$ cat src/rtl/ct_vfdsu_scalar_wb_if.sv
// rtl/ct_vfdsu_scalar_wb_if.sv - EX4-to-writeback handshake and regfile write-port bundle for the VFDSU scalar writeback buffer
interface ct_vfdsu_scalar_wb_if;
  logic        ex4_wb_vld;
  logic        ex4_wb_rdy;
  logic [63:0] ex4_out_result;
  logic [4:0]  ex4_out_expt;
  logic [6:0]  ex4_dst_vreg;
  logic [4:0]  ex4_dst_ereg;
  logic [6:0]  ex4_iid;
  logic [2:0]  ex4_fmt;
  logic        rtu_yy_xx_flush;
  logic        pipex_dp_vfdsu_wb_vld;
  logic        rf_vfdsu_wb_grant;
  logic [63:0] pipex_dp_vfdsu_freg_data;
  logic [4:0]  pipex_dp_vfdsu_ereg_data;
  logic [6:0]  pipex_dp_vfdsu_vreg;
  logic [4:0]  pipex_dp_vfdsu_ereg;
  logic [6:0]  pipex_dp_vfdsu_iid;
  logic        cp0_vfdsu_fflags_clr;
  logic [4:0]  vfdsu_fflags_acc;
  logic        vfdsu_wb_empty;

  modport master (
    output ex4_wb_vld, ex4_out_result, ex4_out_expt, ex4_dst_vreg, ex4_dst_ereg,
           ex4_iid, ex4_fmt, rtu_yy_xx_flush, rf_vfdsu_wb_grant, cp0_vfdsu_fflags_clr,
    input  ex4_wb_rdy, pipex_dp_vfdsu_wb_vld, pipex_dp_vfdsu_freg_data,
           pipex_dp_vfdsu_ereg_data, pipex_dp_vfdsu_vreg, pipex_dp_vfdsu_ereg,
           pipex_dp_vfdsu_iid, vfdsu_fflags_acc, vfdsu_wb_empty
  );

  modport slave (
    input  ex4_wb_vld, ex4_out_result, ex4_out_expt, ex4_dst_vreg, ex4_dst_ereg,
           ex4_iid, ex4_fmt, rtu_yy_xx_flush, rf_vfdsu_wb_grant, cp0_vfdsu_fflags_clr,
    output ex4_wb_rdy, pipex_dp_vfdsu_wb_vld, pipex_dp_vfdsu_freg_data,
           pipex_dp_vfdsu_ereg_data, pipex_dp_vfdsu_vreg, pipex_dp_vfdsu_ereg,
           pipex_dp_vfdsu_iid, vfdsu_fflags_acc, vfdsu_wb_empty
  );
endinterface

$ cat src/rtl/ct_vfdsu_scalar_wb.sv
// rtl/ct_vfdsu_scalar_wb.sv - 2-entry VFDSU scalar writeback FIFO with sticky fflags accumulation
// Optional: define VFDSU_WB_NANBOX_EN to NaN-box narrow-format results as they are stored.
module ct_vfdsu_scalar_wb (
  input logic                forever_cpuclk,
  input logic                cpurst_b,
  ct_vfdsu_scalar_wb_if.slave wb
);
  logic [63:0] ent_result [2];
  logic [4:0]  ent_expt   [2];
  logic [6:0]  ent_vreg   [2];
  logic [4:0]  ent_ereg   [2];
  logic [6:0]  ent_iid    [2];

  logic        wr_ptr;
  logic        rd_ptr;
  logic [1:0]  count;
  logic [4:0]  fflags_acc;
  logic        push;
  logic        pop;
  logic [63:0] push_result;

  assign push = wb.ex4_wb_vld & (count != 2'd2) & ~wb.rtu_yy_xx_flush;
  // Grant with an empty buffer is ignored because wb_vld gates the pop.
  assign pop  = (count != 2'd0) & wb.rf_vfdsu_wb_grant & ~wb.rtu_yy_xx_flush;

`ifdef VFDSU_WB_NANBOX_EN
  always_comb begin
    push_result = wb.ex4_out_result;
    case (wb.ex4_fmt)
      3'b001:         push_result = {32'hFFFF_FFFF, wb.ex4_out_result[31:0]};
      3'b010, 3'b011: push_result = {48'hFFFF_FFFF_FFFF, wb.ex4_out_result[15:0]};
      3'b100:         push_result = {56'hFF_FFFF_FFFF_FFFF, wb.ex4_out_result[7:0]};
      default:        push_result = wb.ex4_out_result;
    endcase
  end
`else
  assign push_result = wb.ex4_out_result;
`endif

  always_ff @(posedge forever_cpuclk) begin
    if (!cpurst_b) begin
      count      <= 2'd0;
      wr_ptr     <= 1'b0;
      rd_ptr     <= 1'b0;
      fflags_acc <= 5'd0;
      for (int i = 0; i < 2; i++) begin
        ent_result[i] <= 64'd0;
        ent_expt[i]   <= 5'd0;
        ent_vreg[i]   <= 7'd0;
        ent_ereg[i]   <= 5'd0;
        ent_iid[i]    <= 7'd0;
      end
    end else begin
      if (wb.rtu_yy_xx_flush) begin
        count  <= 2'd0;
        wr_ptr <= 1'b0;
        rd_ptr <= 1'b0;
      end else begin
        if (push) begin
          ent_result[wr_ptr] <= push_result;
          ent_expt[wr_ptr]   <= wb.ex4_out_expt;
          ent_vreg[wr_ptr]   <= wb.ex4_dst_vreg;
          ent_ereg[wr_ptr]   <= wb.ex4_dst_ereg;
          ent_iid[wr_ptr]    <= wb.ex4_iid;
          wr_ptr             <= ~wr_ptr;
        end
        if (pop) begin
          rd_ptr <= ~rd_ptr;
        end
        case ({push, pop})
          2'b10:   count <= count + 2'd1;
          2'b01:   count <= count - 2'd1;
          default: count <= count;
        endcase
      end
      // A clear coinciding with a pop still keeps the flags of the retiring entry.
      if (pop) begin
        fflags_acc <= (wb.cp0_vfdsu_fflags_clr ? 5'd0 : fflags_acc) | ent_expt[rd_ptr];
      end else if (wb.cp0_vfdsu_fflags_clr) begin
        fflags_acc <= 5'd0;
      end
    end
  end

  assign wb.ex4_wb_rdy               = (count != 2'd2);
  assign wb.pipex_dp_vfdsu_wb_vld    = (count != 2'd0);
  assign wb.vfdsu_wb_empty           = (count == 2'd0);
  assign wb.vfdsu_fflags_acc         = fflags_acc;
  assign wb.pipex_dp_vfdsu_freg_data = ent_result[rd_ptr];
  assign wb.pipex_dp_vfdsu_ereg_data = ent_expt[rd_ptr];
  assign wb.pipex_dp_vfdsu_vreg      = ent_vreg[rd_ptr];
  assign wb.pipex_dp_vfdsu_ereg      = ent_ereg[rd_ptr];
  assign wb.pipex_dp_vfdsu_iid       = ent_iid[rd_ptr];
endmodule
$ cat src/flat_wrapper.sv
// flat-port wrapper written by rule: the top's interface ports become plain ports
module ct_vfdsu_scalar_wb_flat 
  (forever_cpuclk, cpurst_b, wb_ex4_wb_vld, wb_ex4_out_result, wb_ex4_out_expt, wb_ex4_dst_vreg, wb_ex4_dst_ereg, wb_ex4_iid, wb_ex4_fmt, wb_rtu_yy_xx_flush, wb_rf_vfdsu_wb_grant, wb_cp0_vfdsu_fflags_clr, wb_ex4_wb_rdy, wb_pipex_dp_vfdsu_wb_vld, wb_pipex_dp_vfdsu_freg_data, wb_pipex_dp_vfdsu_ereg_data, wb_pipex_dp_vfdsu_vreg, wb_pipex_dp_vfdsu_ereg, wb_pipex_dp_vfdsu_iid, wb_vfdsu_fflags_acc, wb_vfdsu_wb_empty);
  ct_vfdsu_scalar_wb_if wb_i ();
  input logic forever_cpuclk;
  input logic cpurst_b;
  input wire logic [$bits(wb_i.ex4_wb_vld)-1:0] wb_ex4_wb_vld;
  input wire logic [$bits(wb_i.ex4_out_result)-1:0] wb_ex4_out_result;
  input wire logic [$bits(wb_i.ex4_out_expt)-1:0] wb_ex4_out_expt;
  input wire logic [$bits(wb_i.ex4_dst_vreg)-1:0] wb_ex4_dst_vreg;
  input wire logic [$bits(wb_i.ex4_dst_ereg)-1:0] wb_ex4_dst_ereg;
  input wire logic [$bits(wb_i.ex4_iid)-1:0] wb_ex4_iid;
  input wire logic [$bits(wb_i.ex4_fmt)-1:0] wb_ex4_fmt;
  input wire logic [$bits(wb_i.rtu_yy_xx_flush)-1:0] wb_rtu_yy_xx_flush;
  input wire logic [$bits(wb_i.rf_vfdsu_wb_grant)-1:0] wb_rf_vfdsu_wb_grant;
  input wire logic [$bits(wb_i.cp0_vfdsu_fflags_clr)-1:0] wb_cp0_vfdsu_fflags_clr;
  output wire logic [$bits(wb_i.ex4_wb_rdy)-1:0] wb_ex4_wb_rdy;
  output wire logic [$bits(wb_i.pipex_dp_vfdsu_wb_vld)-1:0] wb_pipex_dp_vfdsu_wb_vld;
  output wire logic [$bits(wb_i.pipex_dp_vfdsu_freg_data)-1:0] wb_pipex_dp_vfdsu_freg_data;
  output wire logic [$bits(wb_i.pipex_dp_vfdsu_ereg_data)-1:0] wb_pipex_dp_vfdsu_ereg_data;
  output wire logic [$bits(wb_i.pipex_dp_vfdsu_vreg)-1:0] wb_pipex_dp_vfdsu_vreg;
  output wire logic [$bits(wb_i.pipex_dp_vfdsu_ereg)-1:0] wb_pipex_dp_vfdsu_ereg;
  output wire logic [$bits(wb_i.pipex_dp_vfdsu_iid)-1:0] wb_pipex_dp_vfdsu_iid;
  output wire logic [$bits(wb_i.vfdsu_fflags_acc)-1:0] wb_vfdsu_fflags_acc;
  output wire logic [$bits(wb_i.vfdsu_wb_empty)-1:0] wb_vfdsu_wb_empty;
  assign wb_i.ex4_wb_vld = wb_ex4_wb_vld;
  assign wb_i.ex4_out_result = wb_ex4_out_result;
  assign wb_i.ex4_out_expt = wb_ex4_out_expt;
  assign wb_i.ex4_dst_vreg = wb_ex4_dst_vreg;
  assign wb_i.ex4_dst_ereg = wb_ex4_dst_ereg;
  assign wb_i.ex4_iid = wb_ex4_iid;
  assign wb_i.ex4_fmt = wb_ex4_fmt;
  assign wb_i.rtu_yy_xx_flush = wb_rtu_yy_xx_flush;
  assign wb_i.rf_vfdsu_wb_grant = wb_rf_vfdsu_wb_grant;
  assign wb_i.cp0_vfdsu_fflags_clr = wb_cp0_vfdsu_fflags_clr;
  assign wb_ex4_wb_rdy = wb_i.ex4_wb_rdy;
  assign wb_pipex_dp_vfdsu_wb_vld = wb_i.pipex_dp_vfdsu_wb_vld;
  assign wb_pipex_dp_vfdsu_freg_data = wb_i.pipex_dp_vfdsu_freg_data;
  assign wb_pipex_dp_vfdsu_ereg_data = wb_i.pipex_dp_vfdsu_ereg_data;
  assign wb_pipex_dp_vfdsu_vreg = wb_i.pipex_dp_vfdsu_vreg;
  assign wb_pipex_dp_vfdsu_ereg = wb_i.pipex_dp_vfdsu_ereg;
  assign wb_pipex_dp_vfdsu_iid = wb_i.pipex_dp_vfdsu_iid;
  assign wb_vfdsu_fflags_acc = wb_i.vfdsu_fflags_acc;
  assign wb_vfdsu_wb_empty = wb_i.vfdsu_wb_empty;
  ct_vfdsu_scalar_wb u_core (.forever_cpuclk(forever_cpuclk), .cpurst_b(cpurst_b), .wb(wb_i));
endmodule
$ cat config.mk
export PLATFORM = sky130hd
export DESIGN_NAME = ct_vfdsu_scalar_wb_flat
export DESIGN_NICKNAME = d
export VERILOG_FILES = /design/src/rtl/ct_vfdsu_scalar_wb_if.sv /design/src/rtl/ct_vfdsu_scalar_wb.sv /design/src/flat_wrapper.sv
export SDC_FILE = /design/constraint.sdc
export NUM_CORES = 1
export LEC_CHECK = 0
export CAP_MARGIN = 25
export CORE_UTILIZATION = 54
export CTS_BUF_LIST = sky130_fd_sc_hd__clkbuf_4 sky130_fd_sc_hd__clkbuf_8
export DETAILED_ROUTE_END_ITERATION = 10
export GPL_TIMING_DRIVEN = 0
export PLACE_DENSITY = 0.86
export SYNTH_ARGS = -nofsm -noshare
export SYNTH_HDL_FRONTEND = slang
export SYNTH_SLANG_ARGS = --single-unit
$ cat constraint.sdc
create_clock -name forever_cpuclk -period 13.3 [get_ports forever_cpuclk]
set_input_delay 1.33 -clock forever_cpuclk [delete_from_list [all_inputs] [get_ports forever_cpuclk]]
set_output_delay 1.33 -clock forever_cpuclk [all_outputs]
set_load 0.05 [all_outputs]
==> out/metrics.cfg, run 1 <==
[grt]
grt_max_degree = 58
track_usage_pct = 22.4
antenna_found_initial = 0
grt_pass1_vias = 4878
overflow = 0
grt_pass1_wl_um = 25100

[floorplanning]
ioPinCount = 193
dieArea_mm2 = 0.0154
die_w_um = 124
num_rows = 44
core_mm2 = 0.0145
initial_core_util_pct = 55.2
die_h_um = 124

[worst_setup_path]
end_kind = primary output
cp_cell_sequence = buf_2 > buf_2 > buf_2 > mux2_2 > clkdlybuf4s50_1
start_kind = flop
worstPathMaxFanout = 10
cp.arrival_ps = 2700
critPathMaxStageDelay_ps = 710
cpMaxStageDelayCell = clkdlybuf4s50_1
critPathKind = reg2out
cpMostUsedCell = buf_2
critical_path_required_ps = 11970

[yosys]
synthSimpleGateAreaFrac_pct = 15.8
synth-compound-area-share_pct = 0.873
synthAdderAreaFrac_pct = 0.156
syn_nets = 620
synth-edff-count = 176
synth_xor_area_share_pct = 0.327
synth_area_mm2 = 0.00802
ys_seq_area_share_pct = 68.4
netlist_instances = 522
ys_seq_elements = 186
synth_top_flop_cell = edfxtp_1
yosysWarnings = 0
synth_cell_type_count = 27
netlist.area_leader.share_pct = 65.9
synthTopCellsByCount = 177 x and2_1, 176 x edfxtp_1, 88 x mux2_2, 14 x clkbuf_1
muxShareOfSynthArea_pct = 12.3
synth_top_family_by_area = simple AND/OR/NAND/NOR gates
yosys-top-cells-area = edfxtp_1 66%, and2_1 14%, mux2_2 12%, dfxtp_1 2.5%, clkbuf_1 0.65%
yosysMostFrequentCell = and2_1
synth_top_cell_by_area = edfxtp_1
synth-async-reset-ratio_pct = 0
syn_avg_cell_area_um2 = 15.4

[sta]
rsz0062_at_grt = false
worstMarginPinSlew_ps = 794
slew_headroom_pct = 46.7
holdWs_ps = 508
setup_slack_ps = 9270
fin_tns_setup_ps = 0
period_needed_ps = 4030
maxSlewViolCount = 0
finalClockSkew_ps = 9.40
min_period_over_period_pct = 30.3
finalSetupViolCount = 0
hold_viol = 0
max_freq_mhz = 248

[cts]
cts_made_buffers = 17
clockBufferDepth = 2
cts_resized = 0
postCtsSetupBuffers = 0
clk_pin_slew_ps = 90
htree_num_levels = 4
root_buffer = clkbuf_8
clk_latency_ps = 460
clock-sinks = 186
tritoncts = yes
hold_buffers = 0

[place]
dp_hpwl_um = 11300
port_buffers = 189
place_area_mm2 = 0.0103
place_ws_ps = 8920
gp_congestion = 0.767
place_inst = 899

[drt]
avgRoutedWirePerCell_um = 17.7
dr.pass1.iters = 4
vias = 4825
ant_nets = 0
finalWirelength_um = 16500
drc_errors = 0
drtIter0Drc = 331
via_per_inst = 5.18

[power_and_ir_drop]
leakagePower_nw = 3.98
p_total_mw = 1.28
ir_worst_vdd_mv = 0.0903
powerDensity_mw_per_mm2 = 119

[layout]
fin_util_pct = 73.5
fin_cells = 931
n_antenna_cell = 0
final_area_mm2 = 0.0107
syn2layout_area_growth_pct = 33.2
drive_gt1_share_pct = 19.1
finalNetCount = 832

[job]
max_cap_viol_count = 0

[hold_path]
hold_path_class = reg2reg

[outcome]
status = finished, final reports clean

[layout make-up]
type                    count  area (um2)
flip-flops and latches    186        5490
fillers                   947        3850
multi-input cells         302        2390
repair buffers            193        1990
clock buffers              18         241
well taps                 184         230
clock inverters            14         179
plain buffers              29         151
inverters                   5        18.8
[routing by layer]
metal	routed length, um	track usage, %	vias to the layer above
li1	-	-	2283
met1	6660	27.4	2379
met2	8540	38.1	138
met3	831	4.26	25
met4	491	10.8	0
met5	0	0	-
[critical path, delay by kind of cell (launching register included)]
family   cells  cell delay [ps]
buf+inv      4             1540
flops        1              320
mux          1              380
[path summary, 6_finish.rpt]
check | start | to | slack [ps] | cells after the start
setup / recovery | flop | wb_pipex_dp_vfdsu_freg_data[24] | 9270 | 5
hold / removal | u_core.rd_ptr$_SDFFE_PP0N_ | u_core.rd_ptr$_SDFFE_PP0N_ | 510 | 2
setup reg to reg | u_core.wr_ptr$_SDFFE_PP0P_ | u_core.ent_result[1][39]$_SDFFCE_PN0P_ | 10580 | 5
hold reg to reg | u_core.rd_ptr$_SDFFE_PP0N_ | u_core.rd_ptr$_SDFFE_PP0N_ | 510 | 2
[cell families after synthesis]
group | after synthesis
simple gates | 199
buf+inv | 34
xor+xnor | 3
mux | 88
fa+ha+maj | 1
compound gates | 11
flops | 186
[sequential cells by signal, summed over array words and instances, names as in the netlist, named ones only]
| name | cells |
|---|---|
| u_core.rd_ptr | 1 |
| u_core.wb.vfdsu_fflags_acc | 5 |
| u_core.ent_result | 128 |
| u_core.ent_ereg | 10 |
| u_core.ent_expt | 10 |
| u_core.ent_vreg | 14 |
| u_core.wr_ptr | 1 |
| u_core.ent_iid | 14 |
| u_core.count | 2 |
[where the power goes]
group	total, mW	switching [mW]	internal [mW]
Sequential	0.678	0.00775	0.670
Clock	0.397	0.193	0.204
Combinational	0.201	0.118	0.0825
[cell usage in the layout (no fill, tap or decap), types with 2 or more instances in the layout]
cell type        netlist  layout
clkinv_1               0       4
dfxtp_1               10      10
edfxtp_1             176     176
buf_16                 0       3
bufinv_16              0       4
inv_1                  4       4
nand4_1                4       4
mux2_2                88      88
buf_4                  2       2
and2_1               177     177
buf_2                 10      10
a21oi_1                2       2
nor2_1                 4       4
or3_1                  2       2
nor4_4                 2       2
clkdlybuf4s50_1        0     189
clkbuf_8               0      17
o21ai_0                4       3
a21boi_0               4       4
xor2_1                 2       2
nand2b_1               5       4
clkinvlp_4             0       4
clkbuf_1              14      14
buf_6                  3       3
Note: power is estimated with default switching activity, not from simulation.
==> run 2: changes to the inputs <==
--- a/config.mk
+++ b/config.mk
@@ -6,11 +6,11 @@
 export NUM_CORES = 1
 export LEC_CHECK = 0
 export CAP_MARGIN = 25
-export CORE_UTILIZATION = 54
+export CORE_UTILIZATION = 51
 export CTS_BUF_LIST = sky130_fd_sc_hd__clkbuf_4 sky130_fd_sc_hd__clkbuf_8
 export DETAILED_ROUTE_END_ITERATION = 10
 export GPL_TIMING_DRIVEN = 0
-export PLACE_DENSITY = 0.86
+export PLACE_DENSITY = 0.82
 export SYNTH_ARGS = -nofsm -noshare
 export SYNTH_HDL_FRONTEND = slang
 export SYNTH_SLANG_ARGS = --single-unit
==> constraint.sdc (replaced) <==
create_clock -name forever_cpuclk -period 3.8 [get_ports forever_cpuclk]
set_input_delay 0.38 -clock forever_cpuclk [delete_from_list [all_inputs] [get_ports forever_cpuclk]]
set_output_delay 0.38 -clock forever_cpuclk [all_outputs]
set_load 0.05 [all_outputs]
==> out/metrics.cfg, run 2 (synthesis results as in run 1) <==
[layout]
finalNetCount = 832
final_common_cell = clkdlybuf4s50_1
reg_top3 = u_core.ent_result: 128 flops, u_core.ent_iid: 14 flops, u_core.ent_vreg: 14 flops
syn2layout_area_growth_pct = 32.8
fillers = 1018
most-common-layout-cells = 189 x clkdlybuf4s50_1, 177 x and2_1, 176 x edfxtp_1
n_antenna_cell = 0
fin_util_pct = 69.9
drive_gt1_share_pct = 19.2
largest_reg_flops = 128
regMostFlops = u_core.ent_result

[power_and_ir_drop]
clockPowerShare_pct = 28.7
ir_worst_vdd_mv = 0.260
p_sw_share_pct = 25.6
leakagePower_nw = 3.95
p_total_mw = 4.31
p_sw_mw = 1.10
internal-power_mw = 3.20
seq_power_share_pct = 55.1
powerDensity_mw_per_mm2 = 404
p_comb_share_pct = 16.3

[worst_setup_path]
cp.arrival_ps = 2680
start_kind = flop
timing.rr.start = u_core.wr_ptr$_SDFFE_PP0P_
r2r_cells = 5
critical_path_required_ps = 3420
critPathBufInv = 4
end_kind = primary output
critPathMaxStageDelay_ps = 730
cp_cell_sequence = buf_2 > buf_2 > buf_2 > mux2_2 > clkdlybuf4s50_1
cpMostUsedCell = buf_2
cpMaxStageDelayCell = clkdlybuf4s50_1
critPathKind = reg2out
worstPathMaxFanout = 10
crit_family = buffers and inverters
reg2reg_to = u_core.ent_result[1][57]$_SDFFCE_PN0P_
rrSetupSlack_ps = 1090

[grt]
grt_max_degree = 49
track_usage_pct = 21.0
grt_pass1_vias = 5051
overflow = 0
antenna_found_initial = 0
grt_pass1_wl_um = 25600

[cts]
postCtsSetupBuffers = 0
clk_pin_slew_ps = 90
cts_resized = 0
tritoncts = yes
clockBufferDepth = 2
hold_buffers = 0
root_buffer = clkbuf_8
htree_num_levels = 4
cts_made_buffers = 17
clk_latency_ps = 450
clock-sinks = 186

[sta]
finalClockSkew_ps = 13.7
max_freq_mhz = 327
worstMarginPinSlew_ps = 707
rsz0062_at_grt = false
slew_headroom_pct = 52.5
min_period_over_period_pct = 80.6
finalSetupViolCount = 0
period_needed_ps = 3060
hold_viol = 0
maxSlewViolCount = 0
fin_tns_setup_ps = 0

[drt]
via_per_inst = 5.00
drc_errors = 0
finalWirelength_um = 16400
dr.pass1.iters = 4
avgRoutedWirePerCell_um = 17.1
ant_nets = 0
vias = 4784
drtIter0Drc = 253

[floorplanning]
die_w_um = 127
num_rows = 45
initial_core_util_pct = 52.6
ioPinCount = 193
dieArea_mm2 = 0.0162
core_mm2 = 0.0153
die_h_um = 127

[place]
port_buffers = 189
dp_hpwl_um = 11400
gp_congestion = 0.738

[job]
max_cap_viol_count = 0

[hold_path]
hold_path_class = reg2reg
holdPathEnd = u_core.count[1]$_SDFFE_PP0P_
worstHoldStart = u_core.count[1]$_SDFFE_PP0P_
hold_depth = 2

[outcome]
status = finished, final reports clean

## run 2: cell count changes in the layout (fill, tap and decap cells not counted)
cell / change
clkinv_1: -1
clkbuf_4: -1
bufinv_16: -2
clkinv_2: +3
buf_12: +1
inv_6: +1
buf_16: -1
clkinvlp_4: -1
## run 2: final cells by class
class                   count  area (um2)  area share (%)
flip-flops and latches    186        5490            51.5
multi-input cells         302        2390            22.4
repair buffers            193        1990            18.6
well taps                 211         264            2.48
clock buffers              17         234            2.20
plain buffers              29         151            1.42
clock inverters            14         131            1.23
inverters                   5        18.8           0.176
## run 2: tightest hold or removal path: stages (launching register included)
cell and delay [ps]:
dfxtp_1 340, o21ai_0 80, a21oi_1 60
## run 2: power by group through the flow
stage          clock, mW  combinational, mW  sequential [mW]
2_1_floorplan          0              0.408             2.42
3_3_place_gp           0              0.679             2.43
3_5_place_dp           0              0.703             2.42
4_1_cts             1.26              0.707             2.37
5_1_grt             1.33              0.733             2.38
6_report            1.23              0.701             2.37
## run 2: metal layers
metal	vias to the layer above	global-route usage, %	part of all wire (%)
met4	0	8.61	2.5
li1	2278	-	-
met5	-	0	0
met3	30	5.40	5.7
met2	161	35.9	51
met1	2315	25.2	41
## run 2: worst max path at each step
stage	from	end	depth (start not counted)
after floorplan	u_core.count[1]$_SDFFE_PP0P_	u_core.ent_ereg[0][0]$_SDFFCE_PN0P_	4
after global placement	cpurst_b	u_core.ent_result[1][50]$_SDFFCE_PN0P_	5
after detailed placement	cpurst_b	u_core.ent_result[1][50]$_SDFFCE_PN0P_	6
after CTS	flop	wb_pipex_dp_vfdsu_freg_data[1]	5
after global routing	flop	wb_pipex_dp_vfdsu_vreg[1]	5
final	flop	wb_pipex_dp_vfdsu_freg_data[7]	5
## run 2: metrics by stage
step / hold WS (ps) / cells / cell area, um2 / setup WS, ps
floorplan: 471 / 522 / 8030 / 8.19
global placement: 471 / 922 / 10200 / -2070
detailed placement: 495 / 926 / 10300 / 335
CTS: 509 / 957 / 10700 / 645
global route: 547 / 957 / 10700 / 578
finish: 510 / 957 / 10700 / 738
==> run 3: changes to the inputs <==
==> constraint.sdc (replaced) <==
create_clock -name forever_cpuclk -period 2.95 [get_ports forever_cpuclk]
set_input_delay 0.295 -clock forever_cpuclk [delete_from_list [all_inputs] [get_ports forever_cpuclk]]
set_output_delay 0.295 -clock forever_cpuclk [all_outputs]
set_load 0.05 [all_outputs]
==> out/metrics.cfg, run 3 (synthesis results as in run 1) <==
[cts]
tritoncts = yes
hold_buffers = 0
clock-sinks = 186
clockBufferDepth = 2
clk_pin_slew_ps = 90
clk_latency_ps = 460
cts_made_buffers = 17
htree_num_levels = 4
root_buffer = clkbuf_8

[layout]
fin_cells = 960
fillers = 1098
most-common-layout-cells = 177 x and2_1, 176 x edfxtp_1, 119 x clkdlybuf4s50_1
final_common_cell = and2_1
finalNetCount = 834
largest_reg_flops = 128
reg_top3 = u_core.ent_result: 128 flops, u_core.ent_iid: 14 flops, u_core.ent_vreg: 14 flops
syn2layout_area_growth_pct = 32.2
drive_gt1_share_pct = 19.9
fin_util_pct = 69.5
regMostFlops = u_core.ent_result
final_area_mm2 = 0.0106
n_antenna_cell = 0

[drt]
vias = 4795
drtIter0Drc = 288
via_per_inst = 4.99
finalWirelength_um = 16800
drc_errors = 0
ant_nets = 0
avgRoutedWirePerCell_um = 17.5
dr.pass1.iters = 4

[worst_setup_path]
r2r_cells = 6
cp.arrival_ps = 2460
cp_cell_sequence = buf_2 > buf_2 > buf_2 > mux2_2 > dlygate4sd2_1
critical_path_required_ps = 2650
worstPathMaxFanout = 10
end_kind = primary output
critPathKind = reg2out
cpMaxStageDelayCell = dlygate4sd2_1
start_kind = flop
rrSetupSlack_ps = 610
cpMostUsedCell = buf_2
critPathMaxStageDelay_ps = 450

[floorplanning]
die_h_um = 127
ioPinCount = 193
core_mm2 = 0.0153
num_rows = 45
dieArea_mm2 = 0.0162
initial_core_util_pct = 52.6
die_w_um = 127

[sta]
holdWs_ps = 491
fin_tns_setup_ps = 0
finalClockSkew_ps = 8.94
finalSetupViolCount = 0
hold_viol = 0
min_period_over_period_pct = 93.4
period_needed_ps = 2760
slew_headroom_pct = 45.2
worstMarginPinSlew_ps = 819
maxSlewViolCount = 0
max_freq_mhz = 363
setup_slack_ps = 195
rsz0062_at_grt = false

[grt]
antenna_found_initial = 0
track_usage_pct = 21.3
grt_max_degree = 56
grt_pass1_vias = 4984
overflow = 0
grt_pass1_wl_um = 25500

[power_and_ir_drop]
internal-power_mw = 4.03
p_sw_mw = 1.51
ir_worst_vdd_mv = 0.299
p_comb_share_pct = 15.4
powerDensity_mw_per_mm2 = 522
p_sw_share_pct = 27.2
p_total_mw = 5.53
leakagePower_nw = 4.15
seq_power_share_pct = 55.2
clockPowerShare_pct = 29.4

[place]
dp_hpwl_um = 11700
port_buffers = 189
gp_congestion = 0.759
place_area_mm2 = 0.0103
place_inst = 926
place_ws_ps = -420

[outcome]
status = finished, final reports clean

[hold_path]
hold_path_class = reg2reg
hold_depth = 2

[job]
max_cap_viol_count = 0

==> run 3: cell count changes in the layout (fill, tap and decap cells not counted), sizes merged <==
cell           before  now
clkinv              8    6
bufinv              2    1
inv                 6    8
dlygate4sd2         0   70
buf                19   21
clkinvlp            3    5
clkdlybuf4s50     189  119
==> run 3: worst paths after layout <==
| check | startpoint | end |
|---|---|---|
| setup / recovery | flop | wb_pipex_dp_vfdsu_vreg[3] |
| hold / removal | u_core.wb.vfdsu_fflags_acc[2]$_SDFF_PN0_ | u_core.wb.vfdsu_fflags_acc[2]$_SDFF_PN0_ |
| setup reg to reg | u_core.count[0]$_SDFFE_PP0P_ | u_core.ent_result[1][49]$_SDFFCE_PN0P_ |
| hold reg to reg | u_core.wb.vfdsu_fflags_acc[2]$_SDFF_PN0_ | u_core.wb.vfdsu_fflags_acc[2]$_SDFF_PN0_ |
==> run 3: power groups by stage <==
| stage | clock (mW) | sequential, mW | combinational [mW] |
|---|---|---|---|
| after floorplan | 0 | 3.11 | 0.526 |
| after global placement | 0 | 3.12 | 0.876 |
| after detailed placement | 0 | 3.12 | 0.909 |
| after CTS | 1.65 | 3.06 | 0.861 |
| after global routing | 1.74 | 3.07 | 0.894 |
| final | 1.63 | 3.06 | 0.853 |
==> run 3: metal layers <==
layer	wire length, um	track usage [%]	up-vias
met5	0	0	-
met2	8780	37.9	154
met3	953	4.73	20
met1	6740	24.8	2336
li1	-	-	2285
met4	304	8.75	0
==> run 3: cell type report <==
type / instances / area [um2] / area share, %
Buffer: 29 / 151 / 1.43
Clock buffer: 17 / 234 / 2.20
Clock inverter: 15 / 145 / 1.37
Inverter: 5 / 22.5 / 0.212
Multi-Input combinational cell: 302 / 2390 / 22.5
Sequential cell: 186 / 5490 / 51.7
Tap cell: 211 / 264 / 2.49
Timing Repair Buffer: 195 / 1920 / 18.1
==> run 3: critical path, delay by kind of cell, from the launching register on <==
| family | cells | cell delay, ps |
|---|---|---|
| mux | 1 | 370 |
| buf+inv | 4 | 1300 |
| flops | 1 | 320 |
==> run 3: timing repair <==
action / CTS / global route
pin swaps: 0 / 1
gates resized for setup: 70 / 0
buffers inserted: 0 / 2
setup endpoints to repair: 70 / 55
